`src/rtl/pisa_io_pkg.sv`:
```
// Shared definitions for the input window: register offsets, access-size
// encoding used by the memory controller, and debounce FSM states.
package pisa_io_pkg;

  localparam logic [31:0] INPUT_SW_OFS  = 32'h0;
  localparam logic [31:0] INPUT_BTN_OFS = 32'h4;
  localparam logic [31:0] INPUT_EVT_OFS = 32'h8;
  localparam logic [31:0] INPUT_CNT_OFS = 32'hC;

  typedef enum logic [1:0] {
    SIZE_BYTE    = 2'b00,
    SIZE_HALF    = 2'b01,
    SIZE_WORD    = 2'b10,
    SIZE_ILLEGAL = 2'b11
  } access_size_e;

  typedef enum logic {
    DB_STABLE   = 1'b0,
    DB_COUNTING = 1'b1
  } db_state_e;

  function automatic logic [4:0] popcount16(input logic [15:0] v);
    logic [4:0] n;
    n = '0;
    for (int i = 0; i < 16; i++) n = n + 5'(v[i]);
    return n;
  endfunction

endpackage

```
`src/rtl/input_debouncer.sv`:
```
// One input channel: 2-flop synchronizer followed by a debounce FSM that
// accepts a new level after DEBOUNCE_CYCLES consecutive mismatching cycles.
module input_debouncer
  import pisa_io_pkg::*;
#(
  parameter int DEBOUNCE_CYCLES = 1_000_000
) (
  input  logic clk,
  input  logic rst,
  input  logic raw,
  output logic level,
  output logic rise
);

  localparam int CW = (DEBOUNCE_CYCLES < 2) ? 1 : $clog2(DEBOUNCE_CYCLES);
  localparam logic [CW-1:0] CNT_LAST = CW'(DEBOUNCE_CYCLES - 1);

  logic [1:0]    sync;
  logic          synced;
  db_state_e     state;
  logic [CW-1:0] cnt;

  assign synced = sync[1];

  // The cycle that leaves STABLE is already the first mismatch, so cnt starts at 1.
  always_ff @(posedge clk) begin
    if (rst) begin
      sync  <= '0;
      state <= DB_STABLE;
      cnt   <= '0;
      level <= 1'b0;
      rise  <= 1'b0;
    end else begin
      sync <= {sync[0], raw};
      rise <= 1'b0;
      case (state)
        DB_STABLE: begin
          if (synced != level) begin
            state <= DB_COUNTING;
            cnt   <= CW'(1);
          end
        end
        DB_COUNTING: begin
          if (synced == level) begin
            state <= DB_STABLE;
            cnt   <= '0;
          end else if (cnt == CNT_LAST) begin
            level <= synced;
            rise  <= synced;
            state <= DB_STABLE;
            cnt   <= '0;
          end else begin
            cnt <= cnt + CW'(1);
          end
        end
        default: state <= DB_STABLE;
      endcase
    end
  end

endmodule

```
`src/rtl/input_map.sv`:
```
// Memory-mapped switch/button input block: debounced levels, press-event
// latch with read-to-clear, press counter. Optional irq via INPUT_MAP_IRQ_EN.
module input_map
  import pisa_io_pkg::*;
#(
  parameter int DEBOUNCE_CYCLES = 1_000_000,
  parameter int NUM_BTN         = 5
) (
  input  logic               clk,
  input  logic               rst,
  input  logic [15:0]        sw,
  input  logic [NUM_BTN-1:0] btn,
  input  logic [31:0]        input_address,
  input  logic [1:0]         input_size,
  input  logic               input_read_enable,
  output logic [31:0]        input_out,
  output logic               input_valid,
`ifdef INPUT_MAP_IRQ_EN
  output logic               input_error,
  output logic               irq
`else
  output logic               input_error
`endif
);

  logic [15:0]        sw_level;
  logic [15:0]        unused_sw_rise;
  logic [NUM_BTN-1:0] btn_level;
  logic [NUM_BTN-1:0] btn_rise;
  logic [NUM_BTN-1:0] evt;
  logic [NUM_BTN-1:0] evt_clr;
  logic [NUM_BTN-1:0] evt_next;
  logic [15:0]        press_cnt;

  for (genvar i = 0; i < 16; i++) begin : g_sw
    input_debouncer #(.DEBOUNCE_CYCLES(DEBOUNCE_CYCLES)) u_db (
      .clk   (clk),
      .rst   (rst),
      .raw   (sw[i]),
      .level (sw_level[i]),
      .rise  (unused_sw_rise[i])
    );
  end

  for (genvar i = 0; i < NUM_BTN; i++) begin : g_btn
    input_debouncer #(.DEBOUNCE_CYCLES(DEBOUNCE_CYCLES)) u_db (
      .clk   (clk),
      .rst   (rst),
      .raw   (btn[i]),
      .level (btn_level[i]),
      .rise  (btn_rise[i])
    );
  end

  logic [15:0]  btn16, evt16, rise16;
  access_size_e size;
  logic         misaligned, acc_err, rd_evt;
  logic [4:0]   shift;
  logic [31:0]  word, lane_mask, rd_data;

  assign size  = access_size_e'(input_size);
  assign shift = {input_address[1:0], 3'b000};

  always_comb begin
    btn16  = '0;
    evt16  = '0;
    rise16 = '0;
    btn16[NUM_BTN-1:0]  = btn_level;
    evt16[NUM_BTN-1:0]  = evt;
    rise16[NUM_BTN-1:0] = btn_rise;
  end

  always_comb begin
    misaligned = 1'b0;
    case (size)
      SIZE_HALF: misaligned = input_address[0];
      SIZE_WORD: misaligned = |input_address[1:0];
      default:   misaligned = 1'b0;
    endcase
    acc_err = (size == SIZE_ILLEGAL) || misaligned || (|input_address[31:4]);
  end

  always_comb begin
    word = '0;
    case (input_address[3:2])
      INPUT_SW_OFS[3:2]:  word = {16'h0, sw_level};
      INPUT_BTN_OFS[3:2]: word = {16'h0, btn16};
      INPUT_EVT_OFS[3:2]: word = {16'h0, evt16};
      INPUT_CNT_OFS[3:2]: word = {16'h0, press_cnt};
      default:            word = '0;
    endcase
    case (size)
      SIZE_BYTE: lane_mask = 32'h0000_00FF << shift;
      SIZE_HALF: lane_mask = 32'h0000_FFFF << shift;
      default:   lane_mask = 32'hFFFF_FFFF;
    endcase
    rd_data = (word & lane_mask) >> shift;
  end

  // Only the bits actually returned are cleared; a same-cycle press still sets.
  assign rd_evt   = input_read_enable && !acc_err && (input_address[3:2] == INPUT_EVT_OFS[3:2]);
  assign evt_clr  = rd_evt ? lane_mask[NUM_BTN-1:0] : '0;
  assign evt_next = (evt & ~evt_clr) | btn_rise;

  always_ff @(posedge clk) begin
    if (rst) begin
      evt         <= '0;
      press_cnt   <= '0;
      input_out   <= '0;
      input_valid <= 1'b0;
      input_error <= 1'b0;
    end else begin
      evt         <= evt_next;
      press_cnt   <= press_cnt + 16'(popcount16(rise16));
      input_valid <= input_read_enable;
      input_error <= input_read_enable && acc_err;
      input_out   <= (input_read_enable && !acc_err) ? rd_data : '0;
    end
  end

`ifdef INPUT_MAP_IRQ_EN
  always_ff @(posedge clk) begin
    if (rst) irq <= 1'b0;
    else     irq <= |evt_next;
  end
`endif

endmodule

```
`config.mk`:
```
export PLATFORM = sky130hd
export DESIGN_NAME = input_map
export DESIGN_NICKNAME = d
export VERILOG_FILES = /design/src/rtl/pisa_io_pkg.sv /design/src/rtl/input_debouncer.sv /design/src/rtl/input_map.sv
export SDC_FILE = /design/constraint.sdc
export NUM_CORES = 1
export LEC_CHECK = 0
export ABC_AREA = 1
export ABC_CLOCK_PERIOD_IN_PS = 4560
export BUFFER_PORTS_ARGS = -buffer_cell sky130_fd_sc_hd__buf_2
export CAP_MARGIN = 10
export CORE_UTILIZATION = 25
export DETAILED_ROUTE_END_ITERATION = 10
export HOLD_SLACK_MARGIN = 0.02
export PLACE_DENSITY = 0.51
export SLEW_MARGIN = 20
export SYNTH_ARGS = -nofsm -noshare
export SYNTH_HDL_FRONTEND = slang
export SYNTH_SLANG_ARGS = --single-unit
```
`constraint.sdc`:
```
create_clock -name clk -period 4.56 [get_ports clk]
set_input_delay 0.228 -clock clk [delete_from_list [all_inputs] [get_ports clk]]
set_output_delay 0.228 -clock clk [all_outputs]
set_load 0.1 [all_outputs]
```
=== Word level (Yosys, flattened, before mapping) ===
Index checks and enable logic that the tools add are counted.
W data, S select, Z words.

* Logic and storage cells: 474
* ROM bits: 0
* Bits in registers: 564
* Bits of input ports: 58
* Output and inout port bits: 34
* Latch bits: 0
* Memory bits (writable): 0
* Memories: 0

* Bitwise operators: 52
* $lt $le $gt $ge: 0
* Multiply operators: 0
* Add/subtract/negate cells: 26
* Divide/modulo/power cells: 0
* Shifts and indexed selects: 3
* Muxes and demuxes: 172
* Eq/ne operators: 90
* Reduce and logical (&&, ||, !) cells: 37

{| class="wikitable"
|+ Operator list
! operator !! count
|-
| $mux W20 || 63
|-
| $pmux W20 S2 || 21
|-
| $add A20 B1 Y20 const B || 21
|-
| $eq A20 B20 Y1 const B || 21
|-
| $pmux W32 S4 || 1
|-
| $pmux W32 S2 || 1
|-
| $mux W1 || 63
|-
| $reduce_and A3 Y1 || 21
|-
| $not A1 Y1 || 48
|-
| $pmux W1 S2 || 22
|-
| $ne A2 B1 Y1 const B || 21
|-
| $and A32 B32 Y32 || 1
|-
| $shl A16 B5 Y32 const A || 1
|-
| $shl A8 B5 Y32 const A || 1
|-
| $shr A32 B5 Y32 || 1
|-
| $reduce_or A28 Y1 || 1
|-
| $eq A1 B1 Y1 || 21
|-
| $ne A1 B1 Y1 || 21
|-
| $reduce_or A4 Y1 || 5
|-
| $add A16 B5 Y16 || 1
|-
| $eq A2 B2 Y1 const B || 4
|-
| $add A4 B1 Y5 || 1
|-
| $and A5 B5 Y5 || 1
|-
| $mux W5 || 1
|-
| 11 further kinds || 17
|}

=== Depth between registers and ports, before layout ===
Gate-level depths: netlist of run 1.

* Word-level depth: 11
* Gate-level depth with buffers: 16
* Depth with buffers taken out: 16

=== By module ===
Synthesis of run 1 repeated with hierarchy kept, for this count alone.

* Cell total of the unflattened synthesis: 4963
* Area total of the unflattened synthesis: 32274.7 µm²

{| class="wikitable"
|+ Modules (own cells, without submodules)
! module !! seq. area each (µm²) !! area each (µm²) !! cells each !! instances
|-
| input_debouncer || 500.5 || 1432.6 || 221 || 21
|-
| input_map || 780.7 || 2189.6 || 322 || 1
|}

=== Least setup slack after synthesis of run 1 ===
OpenSTA, ideal clock, no wires.

* Path kind: register -> register
* Start: reg press_cnt[0]
* End: reg press_cnt[12]
* Cell stages (with the launch flop): 16
* Arrival time: 2.742 ns
* Setup slack: 1.702 ns
* Clock period less this slack: 2.858 ns
* Required time: 4.444 ns
* Path buffers: 0
* Library setup time: 0.116 ns
* Path through: dfxtp_1 -> fa_1 -> inv_1 -> fa_1 -> inv_1 -> ha_1 -> inv_1 -> fa_1 -> inv_1 -> nand3_1 -> nand2_1 -> nand2_1 -> nor2_1 -> nand3_1 -> o21ai_0 -> nor2_1

* Cells in the longest elaborated chain, start to end: 1

{| class="wikitable"
|+ Ends and longest elaborated chain
! item !! line !! text
|-
| start: declaration || input_map.sv:33 || <nowiki>logic [15:0] press_cnt;</nowiki>
|-
| start signal: assignment || input_map.sv:114 || <nowiki>press_cnt <= press_cnt + 16'(popcount16(rise16));</nowiki>
|-
| $add A16 B5 Y16 || input_map.sv:114 ||
|}

No other way between the ends.
A chain may end at the register's enable or synchronous reset.

=== Worst setup path in the final report of run 1 ===
Ends and elaborated chain as after synthesis.

==> out/qor.yml, run 1 <==
vdd_drop_max_mv: 0.204
tritoncts: "yes"
worstPathMaxFanout: 6
pwr-share-seq: 0.446
outcome: "complete, but fails checks"
place.gp.congestion: 0.840
p_int_uw: 8390
dr.pass1.iters: 10
finalNonFillerCells: 6580
die-area_mm2: 0.126
synthCells: 4848
crit_arrival_ns: 3.59
finalSetupViolCount: 0
grt_pass1_vias: 27200
dp_hpwl_um: 54800
synth_edf_count: 0
synth-seq-area-share: 0.352
clockPowerShare: 0.516
synth_cell_types: 54
port_buffers: 75
cts.sinks: 548
required_ns: 5.07
synth_warnings: 0
fin_crit_ns: 3.07
combPwrFrac: 0.038
drcViolationCount: 17
initial_utilization: 0.252
clockBufferDepth: 3
hold_slack_ns: 0.0332
yosysTopAreaCellShare: 0.352
num_vias: 29000
drive_gt1_frac: 0.0878
fin_crit_sh: 0.674
slew_violations: 0
switching_power_uw: 2490
fin_setup_tns_ns: 0
hp-class: "in -> reg"
dp.cells: 6443
timing.rr.start: "press_cnt[0]$_SDFF_PP0_"
nets: 4989
startpoint_type: "flop"
wl_um: 78900
crit_type: "reg -> reg"
clkSlewWorstSetupHoldPaths_ns: 0.06
ys.flop_type: "dfxtp_1"
rsz0062_at_grt: "false"
fp.dieW_um: 355
area_growth_pct: 13.6
critPathLaunch: "press_cnt[0]$_SDFF_PP0_"
grt-ovfl-total: 0
grt_pass1_wl_um: 133000
post-route-util: 0.286
fin_skew_ns: 0.0204
slew_headroom: 0.350
core_area_mm2: 0.124
cts_buffers: 69
worstMarginPinSlew_ns: 0.975
powerDensity_mw_per_mm2: 307
ctsRootBufferMaster: "clkbuf_16"
violations: "DRC"
crit_path_end_kind: "flop"
grt_util_all_layers: 0.124
async_flop_share: 0
ys_ff_latch: 548
detail_route.wl_per_cell_um: 12.0
die_height_um: 355
synth_commonest_cells: "nand2_1 (1452), nor2_1 (639), dfxtp_1 (548)"
insertion_delay_ns: 0.62
min_from: "rst"
grt_max_degree: 167
antenna_found_initial: 6
cts.repair.resized: 0
via_per_inst: 4.41
postCtsSetupBuffers: 0
row_count: 129
syn_area_mm2: 0.0312
h-tree-depth: 3
max-cap-violations: 0
fmax_mhz: 325
synth.most_common_cell: "nand2_1"
totalPowerFinal_uw: 10900
ant_nets: 0
leakagePower_uw: 0.0129
yosysTopAreaCell: "dfxtp_1"
p_sw_frac: 0.229
yosys-top-cells-area: "dfxtp_1 (35%), nand2_1 (17%), nor2_1 (7.7%), inv_1 (6.2%), a21oi_1 (6.1%)"
synth_area_per_cell_um2: 6.43
drt_first_iter_violations: 1520
final-hold-violation-count: 0
io_pins: 92
-- placed cells by master, fill, tap and decap left out, types with 71 or more instances in the layout --
cell | synthesis | layout
a21oi_1 | 383 | 383
nand3_1 | 310 | 310
dfxtp_1 | 548 | 548
inv_1 | 515 | 514
nor2_1 | 639 | 639
o21ai_0 | 132 | 132
buf_2 | 40 | 74
nand4_1 | 128 | 128
clkbuf_16 | 0 | 71
nor3_1 | 84 | 84
xor2_1 | 100 | 100
nand2_1 | 1452 | 1452
-- logic make-up after synthesis --
logic type,count (synthesis),share of synthesized area
flip-flops,548,0.352
adder cells (fa/ha/maj),32,0.0136
buffers and inverters,702,0.0950
XOR/XNOR,143,0.0414
other,1,0.000120
AND/OR/NAND/NOR,2825,0.395
AO/OA/AOI/OAI,596,0.103
multiplexers,1,0.000361
-- worst max-delay path, stage by stage, from the launching register on --
cell and delay (ns):
dfxtp_1 0.33, fa_1 0.54, inv_1 0.06, fa_1 0.46
inv_1 0.06, ha_1 0.16, inv_1 0.05, fa_1 0.36
inv_1 0.09, nand3_1 0.07, nand2_1 0.10, nand2_1 0.06
nor2_1 0.28, nand3_1 0.15, o21ai_0 0.17, nor2_1 0.05
-- registers in the layout (all words and copies together), names as in the netlist --
| name | count |
|---|---|
| g_sw.u_db.level | 16 |
| press_cnt | 16 |
| input_error | 1 |
| input_out | 16 |
| g_sw.u_db.cnt | 320 |
| g_btn.u_db.level | 5 |
| g_btn.u_db.state | 5 |
| g_sw.u_db.state | 16 |
| g_sw.u_db.sync | 32 |
| input_valid | 1 |
| g_btn.u_db.cnt | 100 |
| evt | 5 |
| g_btn.u_db.rise | 5 |
| g_btn.u_db.sync | 10 |
-- path summary, 6_finish.rpt --
| path | end | slack [ns] | cells past startpoint |
|---|---|---|---|
| worst max-delay path | press_cnt[12]$_SDFF_PP0_ | 1.49 | 15 |
| worst min-delay path | g_sw[11].u_db.sync[1]$_SDFF_PP0_ | 0.03 | 2 |
| worst min register to register | g_btn[1].u_db.sync[1]$_SDFF_PP0_ | 0.40 | 2 |
| worst max register to register | press_cnt[12]$_SDFF_PP0_ | 1.49 | 15 |
-- per-stage QoR --
stage               cell area [µm²]  setup WS [ns]
finish                        35400           1.49
global route                  35400           1.08
CTS                           35400           1.48
detailed placement            32900           1.48
global placement              32900           1.41
floorplan                     31200           1.70
-- power groups by stage --
stage,clock [µW],sequential (µW),combinational [µW]
3_5_place_dp,0,4960,404
2_1_floorplan,0,4950,304
6_report,5610,4850,409
3_3_place_gp,0,4960,403
5_1_grt,6020,4850,456
4_1_cts,5820,4850,420
-- layer usage --
layer	track usage	part of all wire	vias to the layer above	routed length, µm
met2	0.203	0.44	353	34900
met5	0	0	-	0
met3	0.0181	0.038	87	3010
met4	0.0347	0.019	0	1470
li1	-	-	15500	-
met1	0.169	0.50	13100	39600
-- what timing repair did --
action / 4_1_cts / 5_1_grt
hold endpoints to repair: 24 / 0
setup endpoints to repair: 0 / 0
hold buffers: 22 / 0
-- final cells by class --
cell class	count	area (µm²)
Fill cell	13600	88400
Sequential cell	548	11000
Tap cell	1637	2050
Timing Repair Buffer	102	656
Antenna cell	1	2.50
Clock inverter	15	264
Clock buffer	99	2030
Inverter	565	2140
Multi-Input combinational cell	3613	17300
No activity file was read; power rests on OpenSTA's default activity.
==> run 2, diff against run 1 <==
--- a/config.mk
+++ b/config.mk
@@ -5,14 +5,14 @@
 export SDC_FILE = /design/constraint.sdc
 export NUM_CORES = 1
 export LEC_CHECK = 0
-export ABC_AREA = 1
-export ABC_CLOCK_PERIOD_IN_PS = 4560
+export ABC_AREA = 0
+export ABC_CLOCK_PERIOD_IN_PS = 2500
 export BUFFER_PORTS_ARGS = -buffer_cell sky130_fd_sc_hd__buf_2
 export CAP_MARGIN = 10
 export CORE_UTILIZATION = 25
 export DETAILED_ROUTE_END_ITERATION = 10
 export HOLD_SLACK_MARGIN = 0.02
-export PLACE_DENSITY = 0.51
+export PLACE_DENSITY = 0.52
 export SLEW_MARGIN = 20
 export SYNTH_ARGS = -nofsm -noshare
 export SYNTH_HDL_FRONTEND = slang
==> constraint.sdc (replaced) <==
create_clock -name clk -period 2.5 [get_ports clk]
set_input_delay 0.125 -clock clk [delete_from_list [all_inputs] [get_ports clk]]
set_output_delay 0.125 -clock clk [all_outputs]
set_load 0.1 [all_outputs]
==> run 2 against run 1 <==
Final area decreased by 8.9%. Sequential share of layout area increased by 3.0 points. Largest cell class unchanged. Global-route usage decreased by 0.33 points. Critical path depth decreased by 3. The run ends with setup timing left. Clock skew increased by 0.015 ns. Utilization increased by 1.5 points.
==> out/qor.yml, run 2 <==
area_growth_pct: 19.3
rsz0062_at_grt: "true"
fin_crit_ns: 2.88  # -0.190 ns
top_register: "g_sw.u_db.cnt"
dp_hpwl_um: 47000  # -14%
row_count: 120  # -7.0%
wl_um: 67600  # -14%
fp.dieW_um: 331  # -6.8%
io_pins: 92  # unchanged
postCtsSetupBuffers: 0  # unchanged
cts_buffers: 66  # -4.3%
final_common_cell: "dfxtp_1"
crit_chain: "fa_1 > inv_2 > fa_1 > inv_1 > ha_2 > inv_2 > fa_2 > nor2b_4 > o21ba_4 > nand3_4 > or3_1 > a21oi_1"
slew_headroom: 0.266  # -0.0841
final_cell_mix: "dfxtp_1 (547), nand2_1 (319), a21oi_1 (263)"
synth_compound_area_frac: 0.197  # +0.0942
fmax_mhz: 347  # +6.6%
crit_path_end_kind: "flop"
largest_reg_flops: 320  # unchanged
drt_first_iter_violations: 1778  # +17%
yosys-top-cells-area: "dfxtp_1 (41%), a21oi_1 (5.0%), nand3_1 (4.5%), nand2_1 (4.4%), a31oi_1 (4.3%)"
h-tree-depth: 3  # unchanged
clkSlewWorstSetupHoldPaths_ns: 0.06  # about the same
crit_arrival_ns: 3.43  # -0.16 ns
ys_ff_latch: 548  # unchanged
critPathTopFamily: "adder cells"
synthSimpleGateAreaFrac: 0.286  # -0.108
grt_max_degree: 46  # -72%
antenna_found_initial: 4  # -2
dp.cells: 4734  # -27%
ys.flop_type: "dfxtp_1"
cp_num_buf_inv: 3  # -1
port_buffers: 75  # unchanged
synthCells: 3241  # -33%
initial_utilization: 0.252  # +0.000473
worstPathMaxFanout: 5  # -1
fin_crit_sh: 1.15  # +0.479
grt_pass1_vias: 21700  # -20%
fin_setup_tns_ns: -2.90  # -2.90 ns
tritoncts: "yes"
grt_util_all_layers: 0.121  # -0.00332
grt-ovfl-total: 0  # unchanged
slew_violations: 0  # unchanged
final-hold-violation-count: 0  # unchanged
drcViolationCount: 0  # -17
worstMarginPinSlew_ns: 1.09  # +0.118 ns
dr.pass1.iters: 5  # -5
vdd_drop_max_mv: 0.428  # +110%
synth_warnings: 0  # unchanged
yosysTopAreaCell: "dfxtp_1"
critPathSlowestCell: "fa_1"
synth-xor-area-share: 0.0317  # -0.00964
detail_route.wl_per_cell_um: 13.9  # +16%
yosysTopAreaCellShare: 0.405  # +0.0537
cts.sinks: 548  # unchanged
synth_cell_types: 84  # +56%
nets: 3513  # -30%
synth_edf_count: 0  # unchanged
required_ns: 3.05  # -2.02 ns
place.gp.congestion: 0.802  # -4.5%
drive_gt1_frac: 0.120  # +0.0325
place_ws_ns: -0.449  # -1.93 ns
violations: "setup timing"
synth_top_family_by_area: "simple AND/OR/NAND/NOR gates"
fin_skew_ns: 0.0359  # +0.0155 ns
slowest_delay_ns: 0.55  # about the same
num_vias: 24300  # -16%
synth_area_per_cell_um2: 8.35  # +30%
ctsRootBufferMaster: "clkbuf_16"
die-area_mm2: 0.110  # -13%
hp-class: "in -> reg"
finalNonFillerCells: 4877  # -26%
grt_pass1_wl_um: 112000  # -16%
async_flop_share: 0  # unchanged
diodes: 0  # -1
powerDensity_mw_per_mm2: 606  # +98%
core_area_mm2: 0.107  # -13%
die_height_um: 331  # -6.8%
synth-seq-area-share: 0.405  # +0.0537
synthMuxAreaShare: 0.0267  # +0.0264
leakagePower_uw: 0.0113  # -12%
synth.most_common_cell: "dfxtp_1"
syn_area_mm2: 0.0271  # -13%
via_per_inst: 4.99  # +13%
fin_ws_ns: -0.384  # -1.87 ns
outcome: "complete, but fails checks"
finalSetupViolCount: 13  # +13
reg_top3: "g_sw.u_db.cnt: 320 flops, g_btn.u_db.cnt: 100 flops, g_sw.u_db.sync: 32 flops"
synth_fa_ha_area_frac: 0.0156  # +0.00207
post-route-util: 0.301  # +0.0150
insertion_delay_ns: 0.63  # about the same
fillerInstances: 11400  # -16%
synth_commonest_cells: "dfxtp_1 (548), nand2_1 (319), a21oi_1 (268)"
totalPowerFinal_uw: 19600  # +80%
max-cap-violations: 0  # unchanged
crit_type: "reg -> reg"
ant_nets: 0  # unchanged
clockBufferDepth: 3  # unchanged
startpoint_type: "flop"
-- run 2: changes by cell type in the layout (fill, tap and decap cells not counted), moves of 83 or more --
cell | before | now
a21oi_1 | 383 | 263
a31oi_1 | 0 | 183
and3_1 | 1 | 84
buf_4 | 4 | 143
inv_1 | 514 | 58
nand2_1 | 1452 | 319
nor2_1 | 639 | 243
-- run 2: worst paths after layout --
| kind | startpoint | endpoint | slack [ns] | cells after the start |
|---|---|---|---|---|
| worst min register to register | g_sw[5].u_db.sync[0]$_SDFF_PP0_ | g_sw[5].u_db.sync[1]$_SDFF_PP0_ | 0.43 | 1 |
| worst max-delay path | press_cnt[0]$_SDFF_PP0_ | press_cnt[14]$_SDFF_PP0_ | -0.38 | 12 |
| worst min-delay path | input_address[1] | input_error$_SDFF_PP0_ | 0.06 | 4 |
| worst max register to register | press_cnt[0]$_SDFF_PP0_ | press_cnt[14]$_SDFF_PP0_ | -0.38 | 12 |
-- run 2: per-layer routing --
metal  track usage  routed length [µm]  vias to the layer above
li1              -                   -                    12500
met1         0.181               35500                    11400
met2         0.175               27300                      399
met3        0.0245                3420                      102
met4        0.0289                1330                        4
met5             0                  38                        -
-- run 2: report_power, final --
| part | leakage [µW] | switching, µW | internal, µW |
|---|---|---|---|
| clock network | 0.00111 | 3930 | 6000 |
| logic | 0.00581 | 533 | 247 |
| registers | 0.00443 | 61.8 | 8800 |
| total | 0.0113 | 4530 | 15000 |
-- run 2: worst reg2reg max path, stage by stage, from the launching register on --
cell and delay [ns]:
dfxtp_2 0.32, fa_1 0.55, inv_2 0.04, fa_1 0.46
inv_1 0.07, ha_2 0.18, inv_2 0.04, fa_2 0.35
nor2b_4 0.13, o21ba_4 0.16, nand3_4 0.09, or3_1 0.31
a21oi_1 0.12
-- run 2: cells by family after synthesis --
kind of cell               Yosys count
other                                1
xor gates and xnor gates            98
muxes                               66
DFF                                548
and+or+nand+nor                   1453
buffers and inverters              208
adders and majority gates           32
AOI/OAI and AO/OA                  835
-- run 2: timing repair --
action,CTS,global route
pin swaps,4,1
endpoints found under the hold margin,27,0
setup endpoints to repair,13,14
hold buffers,24,0
gates resized for setup,1,5
-- run 2: layout make-up --
cell class / instances / area, µm² / area share
Clock buffer: 94 / 1960 / 0.0606
Clock inverter: 25 / 312 / 0.00965
Inverter: 62 / 233 / 0.00721
Multi-Input combinational cell: 2500 / 15300 / 0.474
Sequential cell: 548 / 11000 / 0.340
Tap cell: 1403 / 1760 / 0.0544
Timing Repair Buffer: 245 / 1760 / 0.0545
-- run 2: stage by stage --
step	hold WS [ns]	instance area, µm²
4_1_cts	0.0325	32200
2_1_floorplan	0.253	27100
3_5_place_dp	0.344	29700
3_3_place_gp	0.346	29700
6_report	0.0621	32300
5_1_grt	0.102	32300
